--- src/rtl/imem_loader_pkg.sv ---
// Shared types and constants for the instruction-memory loader.
package imem_loader_pkg;

  localparam int unsigned BYTES_PER_WORD = 4;
  localparam int unsigned BYTE_WIDTH     = 8;
  localparam int unsigned WORD_WIDTH     = BYTES_PER_WORD * BYTE_WIDTH;
  localparam int unsigned IDX_WIDTH      = $clog2(BYTES_PER_WORD);

  typedef enum logic [1:0] {
    ST_IDLE    = 2'd0,
    ST_COLLECT = 2'd1,
    ST_WRITE   = 2'd2,
    ST_DONE    = 2'd3
  } state_t;

endpackage

--- src/rtl/imem_word_packer.sv ---
// Assembles little-endian 32-bit words from a byte stream: byte index
// counter, per-lane byte placement and a word-complete flag.
module imem_word_packer
  import imem_loader_pkg::*;
(
  input  logic                  clk,
  input  logic                  rst_n,
  input  logic                  clear,
  input  logic                  accept,
  input  logic [BYTE_WIDTH-1:0] data,
  output logic [WORD_WIDTH-1:0] word_c,
  output logic                  full_c
);

  logic [IDX_WIDTH-1:0]  idx_q;
  logic [WORD_WIDTH-1:0] word_q;

  // Current word with the incoming byte dropped into its lane.
  always_comb begin
    word_c = word_q;
    word_c[idx_q*BYTE_WIDTH +: BYTE_WIDTH] = data;
  end

  assign full_c = accept && (idx_q == IDX_WIDTH'(BYTES_PER_WORD - 1));

  // Byte index and partial word; every lane is overwritten before use.
  always_ff @(posedge clk or negedge rst_n) begin
    if (!rst_n) begin
      idx_q  <= '0;
      word_q <= '0;
    end else if (clear) begin
      idx_q  <= '0;
    end else if (accept) begin
      idx_q  <= idx_q + IDX_WIDTH'(1);
      word_q <= word_c;
    end
  end

endmodule

--- src/rtl/imem_loader.sv ---
// Byte-stream to lut_ram loader: collects num_words little-endian words
// and writes them to consecutive addresses starting at 0.
// Optional feature macro: IMEM_LOADER_CHECKSUM_EN adds a running sum of
// the written words on the checksum output.
module imem_loader
  import imem_loader_pkg::*;
#(
  parameter int unsigned DEPTH      = 256,
  parameter int unsigned ADDR_WIDTH = $clog2(DEPTH)
) (
  input  logic                  clk,
  input  logic                  rst_n,
  input  logic                  start,
  input  logic [ADDR_WIDTH:0]   num_words,
  input  logic                  byte_valid,
  input  logic [BYTE_WIDTH-1:0] byte_data,
  output logic                  byte_ready,
  output logic                  wr_en,
  output logic [ADDR_WIDTH-1:0] wr_addr,
  output logic [WORD_WIDTH-1:0] wr_data,
  output logic                  busy,
  output logic                  done,
  output logic                  err
`ifdef IMEM_LOADER_CHECKSUM_EN
  ,
  output logic [WORD_WIDTH-1:0] checksum
`endif
);

  localparam int unsigned CW = ADDR_WIDTH + 1;

  state_t                state_q, state_d;
  logic [CW-1:0]         count_q, count_d;
  logic [ADDR_WIDTH-1:0] addr_d;
  logic [WORD_WIDTH-1:0] data_d;
  logic                  err_d;
  logic                  start_ok;
  logic                  clear;
  logic                  accept;
  logic [WORD_WIDTH-1:0] word_c;
  logic                  full_c;
`ifdef IMEM_LOADER_CHECKSUM_EN
  logic [WORD_WIDTH-1:0] checksum_d;
`endif

  assign start_ok = (num_words != '0) && (num_words <= CW'(DEPTH));
  assign accept   = byte_valid && byte_ready;

  imem_word_packer u_packer (
    .clk    (clk),
    .rst_n  (rst_n),
    .clear  (clear),
    .accept (accept),
    .data   (byte_data),
    .word_c (word_c),
    .full_c (full_c)
  );

  // Next-state, address/count and write-data decode.
  always_comb begin
    state_d = state_q;
    count_d = count_q;
    addr_d  = wr_addr;
    data_d  = wr_data;
    err_d   = 1'b0;
    clear   = 1'b0;
`ifdef IMEM_LOADER_CHECKSUM_EN
    checksum_d = checksum;
`endif
    case (state_q)
      ST_IDLE: begin
        if (start) begin
          if (start_ok) begin
            count_d = num_words;
            addr_d  = '0;
            clear   = 1'b1;
            state_d = ST_COLLECT;
`ifdef IMEM_LOADER_CHECKSUM_EN
            checksum_d = '0;
`endif
          end else begin
            err_d = 1'b1;
          end
        end
      end
      ST_COLLECT: begin
        if (full_c) begin
          data_d  = word_c;
          state_d = ST_WRITE;
        end
      end
      ST_WRITE: begin
`ifdef IMEM_LOADER_CHECKSUM_EN
        checksum_d = checksum + wr_data;
`endif
        if (CW'(wr_addr) == count_q - CW'(1)) begin
          state_d = ST_DONE;
        end else begin
          addr_d  = wr_addr + ADDR_WIDTH'(1);
          clear   = 1'b1;
          state_d = ST_COLLECT;
        end
      end
      ST_DONE: begin
        state_d = ST_IDLE;
      end
      default: begin
        state_d = ST_IDLE;
      end
    endcase
  end

  // State register.
  always_ff @(posedge clk or negedge rst_n) begin
    if (!rst_n) begin
      state_q <= ST_IDLE;
    end else begin
      state_q <= state_d;
    end
  end

  // Registered outputs, decoded from the next state so they align with it.
  always_ff @(posedge clk or negedge rst_n) begin
    if (!rst_n) begin
      count_q    <= '0;
      wr_addr    <= '0;
      wr_data    <= '0;
      byte_ready <= 1'b0;
      wr_en      <= 1'b0;
      busy       <= 1'b0;
      done       <= 1'b0;
      err        <= 1'b0;
    end else begin
      count_q    <= count_d;
      wr_addr    <= addr_d;
      wr_data    <= data_d;
      byte_ready <= (state_d == ST_COLLECT);
      wr_en      <= (state_d == ST_WRITE);
      busy       <= (state_d != ST_IDLE);
      done       <= (state_d == ST_DONE);
      err        <= err_d;
    end
  end

`ifdef IMEM_LOADER_CHECKSUM_EN
  // Running sum of written words, cleared on an accepted start.
  always_ff @(posedge clk or negedge rst_n) begin
    if (!rst_n) begin
      checksum <= '0;
    end else begin
      checksum <= checksum_d;
    end
  end
`endif

endmodule

--- config.mk ---
export PLATFORM = sky130hd
export DESIGN_NAME = imem_loader
export DESIGN_NICKNAME = d
export VERILOG_FILES = /design/src/rtl/imem_loader_pkg.sv /design/src/rtl/imem_word_packer.sv /design/src/rtl/imem_loader.sv
export SDC_FILE = /design/constraint.sdc
export NUM_CORES = 1
export LEC_CHECK = 0
export BUFFER_PORTS_ARGS = -buffer_cell sky130_fd_sc_hd__buf_4
export CELL_PAD_IN_SITES_DETAIL_PLACEMENT = 1
export CELL_PAD_IN_SITES_GLOBAL_PLACEMENT = 1
export CORE_ASPECT_RATIO = 1.25
export CORE_MARGIN = 4
export CORE_UTILIZATION = 45
export CTS_BUF_LIST = sky130_fd_sc_hd__clkbuf_8
export DETAILED_ROUTE_END_ITERATION = 8
export GPL_TIMING_DRIVEN = 0
export HOLD_SLACK_MARGIN = 0.06
export PLACE_DENSITY_LB_ADDON = 0.1
export SETUP_SLACK_MARGIN = 0.05
export SLEW_MARGIN = 30
export SYNTH_ARGS = -nofsm -noshare
export SYNTH_HDL_FRONTEND = slang
export SYNTH_HIERARCHICAL = 1
export SYNTH_SLANG_ARGS = --single-unit
--- constraint.sdc ---
create_clock -name clk -period 5.3 [get_ports clk]
set_clock_uncertainty 0.2 [all_clocks]
set_input_delay 0.795 -clock clk [delete_from_list [all_inputs] [get_ports clk]]
set_output_delay 0.795 -clock clk [all_outputs]
set_load 0.01 [all_outputs]
# Yosys cells after proc, flatten, opt, wreduce, memory -nomap -nowiden

Cells that the tools add are included.

Bits in registers: 90
Bits in latches: 0
RAM bits: 0
Memory bits (read-only): 0
Output and inout port bits: 45
Word-level logic and storage cells: 61
Memories kept: 0

$add $sub $neg: 4
Multipliers: 0
Divide/modulo/power cells: 0
$lt $le $gt $ge: 1
Equality and inequality tests: 11
Shift operators: 2
Mux-type cells: 19
Bitwise operators: 1
Reduce and logical (&&, ||, !) cells: 12

Operator list:

| operator                                                                 | count |
|---|---|
| 5-bit negator with 34-bit output                                         | 1 |
| 8-bit by 34-bit variable shift with 32-bit output (first input constant) | 1 |
| 8-bit by 34-bit indexed part select with 32-bit output                   | 1 |
| 32-bit bitwise mux                                                       | 1 |
| 8-bit two-way mux                                                        | 3 |
| 8-bit case mux with 2 select lines                                       | 1 |
| 2-bit two-way mux                                                        | 6 |
| 2-bit == test (second input constant)                                    | 5 |
| 8-bit by 9-bit == test with 1-bit output                                 | 1 |
| 9-bit less-or-equal comparator (second input constant)                   | 1 |
| 9-bit nonzero test                                                       | 1 |
| 9-bit by 1-bit subtractor with 9-bit output (second input constant)      | 1 |
| 8-bit by 1-bit adder with 8-bit output (second input constant)           | 1 |
| 2-bit case mux with 4 select lines                                       | 1 |
| 1-bit two-way mux                                                        | 6 |
| 2-bit inequality test (second input constant)                            | 3 |
| 2-bit nonzero test                                                       | 3 |
| 2-bit by 1-bit == test with 1-bit output (second input constant)         | 2 |
| 2-bit AND reduction                                                      | 2 |
| 4-bit AND reduction                                                      | 1 |
| 1-bit logical AND                                                        | 3 |
| 3-bit AND reduction                                                      | 1 |
| 2-bit by 1-bit adder with 2-bit output (second input constant)           | 1 |
| 2-bit zero test                                                          | 1 |
| 2 further kinds                                                          | 2 |

# Depth between registers and ports, before layout

Word-level depth: 7
Gate-level depth with buffers: 11
Depth with buffers taken out: 10

# By module

The synthesis kept the hierarchy.

By module, submodules not included:

| module           | times used | cells each | area each (µm²) | seq. area each (µm²) |
|---|---|---|---|---|
| imem_loader      | 1          | 261        | 2,524.9         | 1,401.3 |
| imem_word_packer | 1          | 167        | 1,946.9         | 850.8 |

# Worst setup path after synthesis

Ideal clock, no wire load.

Path type: input to register
Start: input port num_words[1]
End: register u_packer.word_q[16]
Library setup time: 0.068 ns
Arrival: 2.527 ns
Path slack: 2.505 ns
Stages on the path: 9
Cell sequence: nor4_1 -> nand2_1 -> xor2_1 -> nand3_1 -> clkbuf_1 -> nand2_1 -> and4bb_4 -> buf_6 -> a32o_1

Cells in the longest elaborated chain, start to end: 7
Elaborated cells between the ends (all ways): 8
Classes of those cells: 1 x order compare; 3 x mux; 1 x bitwise; 3 x reduce/logical

Ends and longest elaborated chain:

| item                                                                 | RTL line               | text |
|---|---|---|
| from (decl)                                                          | imem_loader.sv:14      | `input logic [ADDR_WIDTH:0] num_words,` |
| 9-bit less-or-equal comparator or 9-bit nonzero test (tied branches) | imem_loader.sv:46      | `assign start_ok = (num_words != '0) && (num_words <= CW'(DEPTH));` |
| 1-bit logical AND *                                                  | imem_loader.sv:46      |  |
| 1-bit two-way mux *                                                  | imem_loader.sv:73      | `if (start_ok) begin` |
| 1-bit two-way mux *                                                  | imem_loader.sv:72      | `if (start) begin` |
| 1-bit case mux with 2 select lines *                                 | imem_loader.sv:70      | `case (state_q)` |
| named net clear                                                      | imem_loader.sv:38      | `logic clear;` |
| 1-bit inverter (no line) *                                           | --                     |  |
| 2-bit AND reduction (no line) *                                      | --                     |  |
| to (signal assigned)                                                 | imem_word_packer.sv:35 | `word_q <= word_c;` |
| to (decl)                                                            | imem_word_packer.sv:16 | `logic [WORD_WIDTH-1:0] word_q;` |

The timed path passes the listed nets; every way through them passes the cells marked *.
A chain may end at the register's enable or synchronous reset.

# Final worst setup path

Start: input port num_words[1]
End: register u_packer.word_q[26]

Same word-level chain as after synthesis.

==> key figures <==
Global route
  – Total global routing track utilization: 20.3%
  – Largest net degree at the start of global routing: 91
  – Total gr overflow: 0
  – Initial antenna violation count: 0
  – First-pass GRT wire length: 19100 um
  – Vias in the first global route: 3726

Clock network
  – CTS tree: built
  – # hold bufs at CTS: 0
  – Clock sinks: 90
  – PostCTS Resize Cnt: 0
  – CTS max path bufs: 2
  – H-tree Lvls: 3
  – Num CTS Buffers: 9
  – Post-CTS setup buffer count: 0
  – Clock latency on the worst-skew pair: 0.36 ns
  – Root Buffer: clkbuf_8
  – Clk pin slew, worst setup/hold paths: 0.08 ns

Logic synthesis
  – Asr flop ratio synth: 100%
  – Post-synth top area cell: dfrtp_1
  – Avg Synthesized Cell Area: 10.4 sq um
  – Sequential share of the synthesized area: 50.4%
  – Area fraction of the dominant cell type after synthesis: 50.4%
  – Post-synth EDFFs: 0
  – Synth cell types: 57
  – Ranking of synthesized cells by area: dfrtp_1 50%, nand2_1 9.0%, a32o_1 8.3%
  – Synthesized Nets: 456
  – Yosys reg bits: 90
  – Commonest cells post-synth: 107 x nand2_1, 90 x dfrtp_1, 37 x a32o_1
  – Count leader, synth: nand2_1
  – Post-Syn Area: 4470 sq um
  – Synth Warn #: 6
  – Synth Instances: 428
  – Post-synth top flop: dfrtp_1

STA
  – RSZ-0062 raised after global routing: false
  – Post-layout minimum cycle time: 3.18 ns
  – Rel. slew slack: 45.0%
  – Hold WS: 0.282 ns
  – Worst Tran Pin Value: 0.825 ns
  – Final setup TNS: 0 ns
  – FMAX: 314 MHz
  – # setup viols final: 0
  – Final Cycle Share: 60.0%
  – PnR worst setup slack: 2.12 ns
  – Final Max Tran Viols: 0
  – Final Hold Viols: 0

Critical path
  – Worst setup SP type: input port
  – Critical path arrival: 3.23 ns
  – CP Max Fanout: 10
  – CP Class: in -> reg
  – R2R Setup Slk: 2.13 ns
  – Most frequent CP cell: nand2_1
  – Data required time at the worst endpoint: 5.35 ns
  – CP endpoint kind: flip-flop
  – Crit path cell chain: buf_4, nor4_1, nand2_1, xor2_1, nand3_1, clkbuf_1, nand2_1, nand3b_1, mux2_2
  – Crit path largest cell delay: 0.45 ns
  – Worst R2R End: u_packer/word_q[26]$_DFFE_PN0P_
  – RR Startpoint: count_q[0]$_DFFE_PN0P_
  – CP Buf/Inv Count: 2
  – Critical path's slowest cell: nand3b_1
  – Worst reg-to-reg path cell count: 10
  – Cell family with most CP delay: simple AND/OR/NAND/NOR gates

Die
  – Core ar.: 9660 sq um
  – Initial Util: 46.3%
  – Die Ht: 119 um
  – Die X: 97.2 um
  – Core Rows: 40
  – Die area: 11600 sq um
  – IO Pins: 66

Finish
  – Multi-input logic area: 1970 sq um
  – Fill cell count: 1122
  – Area occupied by registers: 2250 sq um
  – Area delta synth->final: 18.7%
  – Final net count: 532
  – Utilization after layout: 54.9%
  – Fin cells: 634
  – N_diodes: 0
  – Layout cells sized above 1: 24.0%

Routing
  – DRT antenna net count: 0
  – Total Routed Length: 11400 um
  – M1 wire length: 4820 um
  – DRT iter0 DRCs: 174
  – DR pass1 iterations: 4
  – Total number of vias: 3532
  – Top Metal Used: met4
  – DR WL met3: 314 um
  – Wire per inst: 17.9 um
  – Post-route DRC violation count: 0
  – Met2 routed WL: 6020 um
  – Vias per inst: 5.57

Power and ir drop
  – Pwr dens: 539 nW/um^2
  – Leak: 0.00256 uW
  – Max IR drop VDD: 0.229 mV

Placed design
  – Number of port buffers: 65
  – DP HPWL: 8300 um
  – Setup WS pre-CTS: 1.72 ns
  – Placer congestion estimate: 0.793
  – Cells after DPL: 619

Job
  – Max Cap Violations: 0

Run status
  – Outcome: completed

Hold path
  – Hold Path Class: in -> async
layout make-up:
type / instances / share of cell area [%]
Buffer: 27 / 3.02
Clock buffer: 10 / 2.59
Clock inverter: 5 / 0.919
Inverter: 25 / 1.77
Multi-Input combinational cell: 286 / 37.0
Sequential cell: 90 / 42.4
Tap cell: 126 / 2.97
Timing Repair Buffer: 65 / 9.26
sequential cells by signal, indices dropped and copies added, names as in the netlist:
name and cells:
wr_en 1, err 1, u_packer/word_q 32, state_q 2, done 1, byte_ready 1, busy 1, count_q 9
wr_addr 8, u_packer/idx_q 2, wr_data 32
report_power, final:
part	internal [uW]	leakage [uW]	switching (uW)	total (uW)
logic	598	0.00124	647	1250
registers	958	0.00121	201	1160
clock network	224	0.000102	233	457
total	1780	0.00256	1080	2860
cells in the final DEF, fill, tap and decap left out, types with 7 or more instances in the layout:
master    netlist  routed
clkbuf_8        0      10
clkbuf_1        9       9
a22o_1          8       8
inv_1          25      28
nand3b_1       12      12
dfrtp_1        90      90
a32o_1         37      37
o22ai_1        12      12
nand2_1       107     107
buf_4           3      67
buf_2           7       7
ha_1            7       7
mux2_2         13      13
how the worst max path moves through the flow:
stage	slack (ns)	end	depth (start not counted)	startpoint
4_1_cts	2.07	u_packer/word_q[26]$_DFFE_PN0P_	9	num_words[1]
5_1_grt	1.96	u_packer/word_q[26]$_DFFE_PN0P_	9	num_words[1]
6_report	2.12	u_packer/word_q[26]$_DFFE_PN0P_	9	num_words[1]
2_1_floorplan	2.51	u_packer/word_q[16]$_DFFE_PN0P_	9	num_words[1]
3_3_place_gp	1.76	u_packer/word_q[26]$_DFFE_PN0P_	9	num_words[1]
3_5_place_dp	1.72	u_packer/word_q[26]$_DFFE_PN0P_	9	num_words[1]
cells by family (layout without fill, tap and decap cells):
logic type,Yosys count,after routing,share of synthesized area [%]
simple gates,173,173,20.3
buf+inv,52,132,5.68
fa+ha+maj,7,7,1.96
flops,90,90,50.4
compound gates,79,79,15.6
xor+xnor,10,10,1.96
mux,17,17,4.17
routing by layer:
layer  GRT usage (%)  vias up
met2            36.1       62
li1                -     1679
met1            24.5     1776
met4            8.25        0
met5               0        -
met3            2.99       15
per-stage QoR:
| step | total power, uW | area (sq um) |
|---|---|---|
| after detailed placement | 2420 | 5120 |
| after floorplan | 1960 | 4470 |
| after CTS | 2890 | 5310 |
| after global routing | 3080 | 5310 |
| final | 2860 | 5310 |
| after global placement | 2360 | 5120 |
No activity file was read; power rests on OpenSTA's default activity.
